## src/rtl/cpu_pkg.sv

```systemverilog
// Shared CPU package: datapath/register-file widths plus the encodings used by the
// iterative multiply/divide sequencer (op codes, alu_status codes, FSM state).
package cpu_pkg;

  // Datapath and register-file defaults
  localparam int unsigned CPU_WIDTH = 16;
  localparam int unsigned CPU_RD_W  = 4;

  // Multiply/divide op encodings. op[1] selects divide; op[0] selects the upper half
  // of the accumulator (MULH high product, REMU remainder).
  localparam logic [1:0] MD_MUL  = 2'b00;
  localparam logic [1:0] MD_MULH = 2'b01;
  localparam logic [1:0] MD_DIVU = 2'b10;
  localparam logic [1:0] MD_REMU = 2'b11;

  // alu_status codes seen by the hazard controller (stalls while > ST_DONE)
  localparam logic [1:0] ST_IDLE     = 2'b00;
  localparam logic [1:0] ST_DONE     = 2'b01;
  localparam logic [1:0] ST_BUSY_MUL = 2'b10;
  localparam logic [1:0] ST_BUSY_DIV = 2'b11;

  typedef enum logic [1:0] {
    StIdle,
    StMul,
    StDiv,
    StDone
  } md_state_e;

endpackage

```

## src/rtl/muldiv_step.sv

```systemverilog
// One iteration of the shared multiply/divide datapath (purely combinational).
//   acc      in  2*WIDTH  accumulator {hi, lo}
//   operand  in  WIDTH    multiplicand (multiply) or divisor (divide)
//   is_div   in  1        0: shift-add multiply step, 1: restoring divide step
//   acc_next out 2*WIDTH  accumulator after this iteration
// Multiply: lo holds the unconsumed multiplier, hi the partial product.
// Divide:   hi holds the partial remainder, lo shifts dividend out / quotient in.
module muldiv_step #(
  parameter int unsigned WIDTH = 16
) (
  input  logic [2*WIDTH-1:0] acc,
  input  logic [WIDTH-1:0]   operand,
  input  logic               is_div,
  output logic [2*WIDTH-1:0] acc_next
);

  logic [WIDTH:0]   sum;
  logic [WIDTH:0]   rem_sh;
  logic [WIDTH-1:0] diff;
  logic             borrow;

  always_comb begin
    sum    = {1'b0, acc[2*WIDTH-1:WIDTH]} + (acc[0] ? {1'b0, operand} : '0);
    // Remainder shifted left with the next dividend bit; needs WIDTH+1 bits.
    rem_sh = acc[2*WIDTH-1:WIDTH-1];
    borrow = rem_sh < {1'b0, operand};
    // Only used when no borrow, in which case the true difference fits in WIDTH bits.
    diff   = rem_sh[WIDTH-1:0] - operand;
    if (!is_div) begin
      acc_next = {sum, acc[WIDTH-1:1]};
    end else if (!borrow) begin
      acc_next = {diff, acc[WIDTH-2:0], 1'b1};
    end else begin
      acc_next = {rem_sh[WIDTH-1:0], acc[WIDTH-2:0], 1'b0};
    end
  end

endmodule

```

## src/rtl/muldiv_sequencer.sv

```systemverilog
// Iterative multiply/divide sequencer for the EX stage: one operation at a time,
// one bit per cycle, with alu_status driving the IF/ID + ID/EX stall.
//   clk, rst_n      clock, asynchronous active-low reset
//   start, op       launch (IDLE/DONE only); 00 MUL, 01 MULH, 10 DIVU, 11 REMU
//   src_a, src_b    multiplicand/dividend, multiplier/divisor
//   rd_in           destination register
//   flush           kill in-flight op; beats start
//   result, result_valid, result_rd   single-cycle writeback
//   busy_rd         destination of in-flight op (0 when none)
//   alu_status      00 idle, 01 done, 10 busy MUL, 11 busy DIV
// Optional build macro MULDIV_EARLY_OUT_EN: finish MUL as soon as the remaining
// multiplier bits are zero (results unchanged, latency shorter).
module muldiv_sequencer
  import cpu_pkg::*;
#(
  parameter int unsigned WIDTH = CPU_WIDTH,
  parameter int unsigned RD_W  = CPU_RD_W
) (
  input  logic             clk,
  input  logic             rst_n,
  input  logic             start,
  input  logic [1:0]       op,
  input  logic [WIDTH-1:0] src_a,
  input  logic [WIDTH-1:0] src_b,
  input  logic [RD_W-1:0]  rd_in,
  input  logic             flush,
  output logic [WIDTH-1:0] result,
  output logic             result_valid,
  output logic [RD_W-1:0]  result_rd,
  output logic [RD_W-1:0]  busy_rd,
  output logic [1:0]       alu_status
);

  localparam int unsigned CNT_W = $clog2(WIDTH) + 1;
  localparam logic [CNT_W-1:0] LastCnt = CNT_W'(WIDTH - 1);

  md_state_e          state_q, state_d;
  logic [1:0]         op_q, op_d;
  logic [RD_W-1:0]    rd_q, rd_d;
  logic [2*WIDTH-1:0] acc_q, acc_d;
  logic [WIDTH-1:0]   opnd_q, opnd_d;
  logic [CNT_W-1:0]   cnt_q, cnt_d;

  logic [2*WIDTH-1:0] step_acc;
  logic [2*WIDTH-1:0] mul_final;
  logic               mul_last;

  muldiv_step #(
    .WIDTH (WIDTH)
  ) u_step (
    .acc      (acc_q),
    .operand  (opnd_q),
    .is_div   (op_q[1]),
    .acc_next (step_acc)
  );

`ifdef MULDIV_EARLY_OUT_EN
  // Multiplier bits still to be consumed after this step sit at lo[WIDTH-1-cnt:1].
  // Once they are zero the remaining iterations are pure shifts, done in one go.
  logic [WIDTH-1:0] mul_mask;
  logic [CNT_W-1:0] rem_cnt;
  assign mul_mask  = ({WIDTH{1'b1}} >> (cnt_q + CNT_W'(1))) << 1;
  assign rem_cnt   = LastCnt - cnt_q;
  assign mul_last  = (acc_q[WIDTH-1:0] & mul_mask) == '0;
  assign mul_final = step_acc >> rem_cnt;
`else
  assign mul_last  = (cnt_q == LastCnt);
  assign mul_final = step_acc;
`endif

  // State register
  always_ff @(posedge clk or negedge rst_n) begin
    if (!rst_n) begin
      state_q <= StIdle;
    end else begin
      state_q <= state_d;
    end
  end

  // Datapath registers
  always_ff @(posedge clk or negedge rst_n) begin
    if (!rst_n) begin
      op_q   <= '0;
      rd_q   <= '0;
      acc_q  <= '0;
      opnd_q <= '0;
      cnt_q  <= '0;
    end else begin
      op_q   <= op_d;
      rd_q   <= rd_d;
      acc_q  <= acc_d;
      opnd_q <= opnd_d;
      cnt_q  <= cnt_d;
    end
  end

  // Next-state and datapath update
  always_comb begin
    state_d = state_q;
    op_d    = op_q;
    rd_d    = rd_q;
    acc_d   = acc_q;
    opnd_d  = opnd_q;
    cnt_d   = cnt_q;
    unique case (state_q)
      StIdle, StDone: begin
        state_d = StIdle;
        if (start && !flush) begin
          op_d  = op;
          rd_d  = rd_in;
          cnt_d = '0;
          if (!op[1]) begin
            state_d = StMul;
            acc_d   = {{WIDTH{1'b0}}, src_b};
            opnd_d  = src_a;
          end else if (src_b != '0) begin
            state_d = StDiv;
            acc_d   = {{WIDTH{1'b0}}, src_a};
            opnd_d  = src_b;
          end else begin
            // Divide by zero: quotient all ones, remainder = dividend.
            state_d = StDone;
            acc_d   = {src_a, {WIDTH{1'b1}}};
            opnd_d  = src_b;
          end
        end
      end
      StMul: begin
        cnt_d = cnt_q + CNT_W'(1);
        acc_d = step_acc;
        if (mul_last) begin
          state_d = StDone;
          acc_d   = mul_final;
        end
      end
      StDiv: begin
        cnt_d = cnt_q + CNT_W'(1);
        acc_d = step_acc;
        if (cnt_q == LastCnt) begin
          state_d = StDone;
        end
      end
      default: state_d = StIdle;
    endcase
    if (flush) begin
      state_d = StIdle;
    end
  end

  // Outputs decoded from state
  always_comb begin
    result       = '0;
    result_valid = 1'b0;
    result_rd    = '0;
    busy_rd      = '0;
    alu_status   = ST_IDLE;
    unique case (state_q)
      StMul: begin
        alu_status = ST_BUSY_MUL;
        busy_rd    = rd_q;
      end
      StDiv: begin
        alu_status = ST_BUSY_DIV;
        busy_rd    = rd_q;
      end
      StDone: begin
        alu_status   = ST_DONE;
        busy_rd      = rd_q;
        result_rd    = rd_q;
        result_valid = !flush;
        // MULH/REMU live in the upper half, MUL/DIVU in the lower half.
        result       = op_q[0] ? acc_q[2*WIDTH-1:WIDTH] : acc_q[WIDTH-1:0];
      end
      default: ;
    endcase
  end

endmodule

```

## config.mk

```make
export PLATFORM = sky130hd
export DESIGN_NAME = muldiv_sequencer
export DESIGN_NICKNAME = d
export VERILOG_FILES = /design/src/rtl/cpu_pkg.sv /design/src/rtl/muldiv_step.sv /design/src/rtl/muldiv_sequencer.sv
export SDC_FILE = /design/constraint.sdc
export NUM_CORES = 1
export LEC_CHECK = 0
export CAP_MARGIN = 30
export CORE_ASPECT_RATIO = 2
export CORE_MARGIN = 5
export CORE_UTILIZATION = 51
export CTS_CLUSTER_DIAMETER = 120
export DETAILED_ROUTE_END_ITERATION = 7
export GPL_ROUTABILITY_DRIVEN = 0
export PLACE_DENSITY_LB_ADDON = 0.2
export SYNTH_ARGS = -nofsm -noshare
export SYNTH_HDL_FRONTEND = slang
export SYNTH_SLANG_ARGS = --single-unit
```

## constraint.sdc

```tcl
create_clock -name clk -period 2.75 [get_ports clk]
set_input_delay 0.4125 -clock clk [delete_from_list [all_inputs] [get_ports clk]]
set_output_delay 0.4125 -clock clk [all_outputs]
set_load 0.01 [all_outputs]
```

==> results of run 1 <==
-- state kept, by name, summed over array words and instances (netlist names) --
register,flops
acc_q,32
rd_q,4
opnd_q,16
cnt_q,5
op_q,2
state_q,2
-- layer usage --
layer  up-vias  GRT usage, %  wire length, um
met4         0          18.5             1180
met5         -             0                0
met1      2529          31.6             6460
met2       264          49.3             9170
met3        92          4.79             1080
li1       2409             -                -
-- Yosys cell counts, types with 4 or more instances --
| master | n |
|---|---|
| a211oi_1 | 7 |
| a21o_1 | 6 |
| a21oi_1 | 44 |
| a221o_1 | 17 |
| a222oi_1 | 8 |
| a22oi_1 | 4 |
| and2_1 | 23 |
| clkbuf_1 | 27 |
| dfrtp_1 | 61 |
| ha_1 | 37 |
| inv_1 | 32 |
| mux2_2 | 16 |
| mux2i_1 | 42 |
| nand2_1 | 46 |
| nand2b_1 | 7 |
| nand3_1 | 8 |
| nor2_1 | 33 |
| nor2b_1 | 22 |
| nor4_1 | 5 |
| o211ai_1 | 5 |
| o21ai_0 | 63 |
| o21bai_1 | 4 |
| or3_1 | 4 |
| xnor2_1 | 20 |
| xor2_1 | 4 |
-- final cells by class --
cell class / instances / area [um^2] / share of cell area (%)
Clock inverter: 4 / 47.5 / 0.684
Multi-Input combinational cell: 473 / 3650 / 52.5
Timing Repair Buffer: 131 / 1180 / 17.0
Sequential cell: 61 / 1530 / 22.0
Tap cell: 135 / 169 / 2.43
Clock buffer: 12 / 246 / 3.55
Inverter: 33 / 124 / 1.78
-- path summary, 6_finish.rpt --
check,to,slack (ps),start
worst max-delay path,acc_q[30],-20,opnd_q[1]
worst min-delay path,acc_q[30],-5,rst_n
worst max register to register,acc_q[30],-20,opnd_q[1]
worst min register to register,rd_q[2],500,rd_q[2]
max in group asynchronous,acc_q[0],2010,rst_n
min in group clk,rd_q[2],500,rd_q[2]
-- cell families (layout without fill, tap and decap cells) --
kind of cell	Yosys count	in the layout	synth area share, %
AO/OA/AOI/OAI	187	188	24.0
buffers and inverters	66	180	4.95
AND/OR/NAND/NOR	164	164	16.2
XOR/XNOR	24	24	4.06
adder cells (fa/ha/maj)	39	39	9.71
flip-flops	61	61	29.5
multiplexers	58	58	11.6
-- stage by stage --
stage               setup WS (ps)  setup TNS (ps)  power (uW)  cell area [um^2]  utilization [%]
floorplan                    3.52               0        3810              5180                -
global placement             -131            -217        4900              6290             62.8
detailed placement           -205            -382        5020              6310             62.9
CTS                         -14.8           -21.3        6310              6720             67.0
global route                 -134            -503        7120              6950             69.3
finish                      -19.4           -22.8        6720              6950             69.3
-- where the power goes --
group / leakage (uW) / switching (uW) / internal (uW) / total (uW)
clock: 0.000143 / 416 / 723 / 1140
sequential: 0.000775 / 401 / 1200 / 1600
combinational: 0.00213 / 2050 / 1940 / 3980
total: 0.00305 / 2860 / 3860 / 6720
-- worst reg2reg max path: stages, from the launching register on --
cell,delay [ps]
dfrtp_1,430
buf_4,160
and2_4,160
ha_4,210
a21o_1,170
a22o_1,250
a211o_1,290
a311o_2,390
a21oi_2,180
a21boi_2,80
xnor2_1,180
o221ai_1,140
-- cells in the final DEF (no fill, tap or decap), drive strengths merged, types with 4 or more instances in the layout --
master         instances
a211oi                 7
a21o                   7
a21oi                 45
a221o                 17
a222oi                 8
a22oi                  4
and2                  23
buf                   65
clkbuf                12
clkdlybuf4s50         66
dfrtp                 61
ha                    37
inv                   32
mux2                  16
mux2i                 42
nand2                 46
nand2b                 7
nand3                  8
nor2                  33
nor2b                 23
nor4                   5
o211ai                 5
o21ai                 65
o21bai                 4
o221ai                 5
or3                    5
xnor2                 20
xor2                   4
-- repair_timing --
action | in CTS | in global routing
pin swaps | 9 | 13
buffers inserted | 7 | 3
cloned | 0 | 1
resized for setup | 15 | 40
endpoints found under the setup margin | 8 | 14
==> summary.txt, run 1 <==
Critical path
  • Slowest-stage cell, CP: dfrtp_1
  • Crit Path Max Fanout: 4
  • Worst path depth: 11
  • Worst-path cell chain: buf_4 -> and2_4 -> ha_4 -> a21o_1 -> a22o_1 -> a211o_1 -> a311o_2 -> a21oi_2 -> a21boi_2 -> xnor2_1 -> o221ai_1
  • Type of origin of the critical path: register
  • WP data arrival: 2950 ps
  • Delay-heaviest family, CP: compound AO/OA/AOI/OAI gates
  • Worst setup path category: register to register
  • CP Buf/Inv Count: 1
  • CP required: 2930 ps
  • Worst setup EP type: register
  • Worst path max stage delay: 430 ps
  • Reg2Reg Depth: 11

Global routing
  • Grt total ovfl: 0
  • Initial antenna violation count: 0
  • Vias in the first global route: 5651
  • Pin count of the biggest net entering global routing: 40
  • Total Routing Usage GR: 28.8%
  • First-pass GRT wire length: ~28 mm

Placed design
  • Buffers on Ports: 68
  • Placed cells: 822
  • DPL Wire Length: 12.6 mm

Floorplan
  • Die W: 81.3 um
  • Core Rows: 52
  • Die Ht: approximately 150 um
  • Io pins: between 60 and 70
  • Initial Utilization: 51.7%
  • Core Region: between 10000 and 15000 um^2
  • Die area: 12400 um^2

Synthesis
  • Main area contributors after synthesis: dfrtp_1 29%, ha_1 8.9%, mux2i_1 8.1%
  • Sequential element share of the synthesized area: around 29%
  • Avg Inst Size Synth: around 8.6 um^2
  • Distinct cells, synth: about 60
  • Synth Warn #: 0
  • Mapped cell area: 5180 um^2
  • Yosys reg bits: 61
  • Syn nets: 680
  • Post-synth EDFFs: 0
  • Share of the synthesized area in the top cell type: 29.5%
  • Share of flip-flops with an asynchronous set or reset: 100%
  • Post-synthesis cell count: 599
  • Synth Flop Type: dfrtp_1
  • Cell taking the most area after synthesis: dfrtp_1

CTS
  • Skew-Pair Late Insertion Delay: 330 ps
  • Clk slew on worst S/H paths: 60 ps
  • Root buffer cell: clkbuf_16
  • Sink Count: 61
  • Max H-tree Level: 3
  • Clock buffer depth: 2
  • CTS tree: built
  • CTS Buf Count: 9
  • CTS hold repair buffers: 0

Cells and area
  • Filler cells: 819
  • Layout cell share with drive strength beyond 1: 19.9%
  • N_diodes: 0
  • Nets: 790
  • Synthesis-to-layout area growth: 34.1%
  • Non-Filler Instances: between 800 and 900

Route
  • Via density: between 6 and 7
  • Detail Route Antenna Nets: 0
  • 1st-iter DRT viols: 497
  • Final wirelength: 17.9 mm
  • Via count: 5294
  • Avg WL per Cell: 21.1 um
  • DR pass1 iterations: 5
  • Residual DRC: 0

Run status
  • Status: complete, but fails checks
  • Failing checks: negative hold slack, negative setup slack

Power and ir drop
  • Leak: between 0.003 and 0.004 uW
  • Power Density: 967 nW/um^2
  • Maximum VDD drop: 0.525 mV

Timing
  • Max_slew headroom: between 50% and 60%
  • Period utilization: 101%
  • Hold slack final: -5.38 ps
  • Setup-failing EPs final: 3
  • RSZ-0062 raised after global routing: yes
  • PnR worst setup slack: -19.4 ps
  • Final hold vios: 5
  • Worst-Margin Slew: 700 ps
  • Post-route minimum period: 2770 ps
  • Clock skew: ~6.2 ps
  • F_max: between 300 and 400 MHz
  • Max-slew violation count: 0

Job
  • MaxCap Viol Count: 0

Worst hold path
  • Hold Path Class: input port to asynchronous set/reset pin
No activity file was read; power rests on OpenSTA's default activity.
==> run 2, diff against run 1 <==
--- a/config.mk
+++ b/config.mk
@@ -5,6 +5,7 @@
 export SDC_FILE = /design/constraint.sdc
 export NUM_CORES = 1
 export LEC_CHECK = 0
+export ABC_CLOCK_PERIOD_IN_PS = 2750
 export CAP_MARGIN = 30
 export CORE_ASPECT_RATIO = 2
 export CORE_MARGIN = 5
==> results of run 2 <==
The final DEF is identical to that of run 1; final timing and power are the same.
==> run 3, diff against run 2 <==
--- a/config.mk
+++ b/config.mk
@@ -17,3 +17,4 @@
 export SYNTH_ARGS = -nofsm -noshare
 export SYNTH_HDL_FRONTEND = slang
 export SYNTH_SLANG_ARGS = --single-unit
+export TNS_END_PERCENT = 50
==> run 3 against run 2 <==
The flow still finishes with violations (negative hold slack, negative setup slack). Worst setup slack gained 7.4 ps. Final area is the same. Sequential cell count did not move. Wire length barely moved. Critical endpoint is now acc_q[23]. First-iteration DRC count shrank 1.2%. Global-route usage stayed put. Non-clock buffer count is the same. Fmax up 0.27%. Largest cell class unchanged. Clock power about the same. Highest routed layer unchanged. Final cell count is the same. Count of clock-buffer cells in the layout is the same.
==> summary.txt, run 3 (synthesis gave the netlist of run 1 again) <==
Run status
  • Status: complete, but fails checks
  • Failing checks: negative hold slack, negative setup slack

Global routing
  • Initial antenna violation count: 0
  • Pin count of the biggest net entering global routing: 40
  • Total Routing Usage GR: between 20 and 30%
  • Vias in the first global route: around 5700
  • Grt total ovfl: 0
  • First-pass GRT wire length: roughly 28 mm

Timing
  • Total negative setup slack: -35.2 ps
  • Worst-Margin Slew: approximately 700 ps
  • Max_slew headroom: 53.4%
  • Period utilization: 100%
  • Clock skew: 7.09 ps
  • Max-slew violation count: 0
  • RSZ-0062 raised after global routing: yes
  • Hold slack final: -4.33 ps
  • PnR worst setup slack: -12.0 ps
  • Post-route minimum period: 2760 ps
  • F_max: 362 MHz
  • Final hold vios: 4
  • Setup-failing EPs final: 4

Critical path
  • Worst setup EP type: register
  • Crit Path Max Fanout: 4
  • WP data arrival: ~2900 ps
  • CP required: 2930 ps
  • Type of origin of the critical path: register
  • Reg-to-reg startpoint: opnd_q[1]
  • Reg2reg setup slack: -10 ps
  • CP startpoint: opnd_q[1]
  • Worst setup path category: register to register

Floorplan
  • Die Ht: about 150 um
  • Core Region: 10000 um^2
  • Core Rows: 52
  • Die area: roughly 12000 um^2
  • Io pins: 69
  • Initial Utilization: 51.7%
  • Die W: 81.3 um

Cells and area
  • Final instance area: 6950 um^2
  • Regs by FF count: acc_q x32, opnd_q x16, cnt_q x5
  • Layout cell share with drive strength beyond 1: 19.9%
  • Most frequent cells in the layout: 66 x clkdlybuf4s50_1, 60 x dfrtp_1, 58 x o21ai_0
  • Biggest register: acc_q
  • N_diodes: 0
  • Post-Route Utilization: 69.3%
  • Max reg flops: 32
  • Commonest non-fill, non-tap cell in the layout: clkdlybuf4s50_1
  • Synthesis-to-layout area growth: 34.1%
  • Nets: 790

CTS
  • CTS tree: built
  • Root buffer cell: clkbuf_16
  • Sink Count: 61
  • Max H-tree Level: 3
  • Clk slew on worst S/H paths: about 60 ps
  • CTS hold repair buffers: 0
  • CTS Buf Count: 9
  • Skew-Pair Late Insertion Delay: 330 ps
  • Clock buffer depth: 2

Route
  • Detail Route Antenna Nets: 0
  • Via count: 5265
  • DR pass1 iterations: 8
  • 1st-iter DRT viols: 491
  • Residual DRC: 0
  • Final wirelength: about 18 mm
  • Avg WL per Cell: around 21 um
  • Via density: 6.20

Power and ir drop
  • Power Density: 969 nW/um^2
  • Maximum VDD drop: 0.524 mV
  • Leak: around 0.0030 uW
  • Total Power: 6730 uW

Placed design
  • Pre-CTS setup slack: -205 ps
  • DPL Wire Length: around 13 mm
  • Cell Area, Placed: 6310 um^2
  • Buffers on Ports: 68

Job
  • MaxCap Viol Count: 0

Worst hold path
  • Hold Path Class: input port to asynchronous set/reset pin
==> run 3: cell counts in the layout (fill, tap and decap cells not counted) <==
No cell type changed its count.
==> run 3: layer usage <==
layer,vias to the layer above,GRT usage (%),share of wire (%)
met5,-,0,0
met4,0,18.5,6.6
met3,94,4.79,5.7
met2,250,49.3,52
met1,2512,31.6,36
li1,2409,-,-
==> run 3: critical path, cell delays in order, from the launching register on <==
cell and delay [ps]:
dfrtp_1 420, buf_4 150, and2_4 160, buf_4 130, fa_1 430, a211oi_2 240, o21bai_2 130, a21oi_2 230
o21bai_1 100, a21oi_2 150, xnor2_1 80, a222oi_1 210, o21ai_0 160
==> run 3: what timing repair did <==
item | in CTS | in global routing
resized for setup | 15 | 40
pin swaps | 9 | 13
buffers inserted | 7 | 3
endpoints found under the setup margin | 8 | 14
cloned | 0 | 1
==> run 3: power breakdown <==
| part | total, uW | internal (uW) | leakage [uW] | switching (uW) |
|---|---|---|---|---|
| clock | 1140 | 723 | 0.000143 | 414 |
| combinational | 3990 | 1940 | 0.00213 | 2060 |
| sequential | 1600 | 1200 | 0.000775 | 403 |
| total | 6730 | 3860 | 0.00305 | 2870 |
==> run 3: final timing paths <==
kind / to / cells after the start
setup / recovery: acc_q[23] / 12
hold / removal: acc_q[30] / 1
setup reg to reg: acc_q[23] / 12
hold reg to reg: cnt_q[3] / 1
max in group asynchronous: acc_q[0] / 2
min in group clk: cnt_q[3] / 1
==> run 3: cell type report <==
type | count | area, um^2
Clock buffer | 12 | 246
Clock inverter | 4 | 47.5
Fill cell | 819 | 3070
Inverter | 33 | 124
Multi-Input combinational cell | 473 | 3650
Sequential cell | 61 | 1530
Tap cell | 135 | 169
Timing Repair Buffer | 131 | 1180
==> run 3: stage by stage <==
stage | hold slack [ps] | std cells
final | -4.33 | 849
after global routing | 19.0 | 849
after CTS | 1.20 | 845
after detailed placement | 346 | 822
after global placement | 345 | 821
after floorplan | 117 | 599
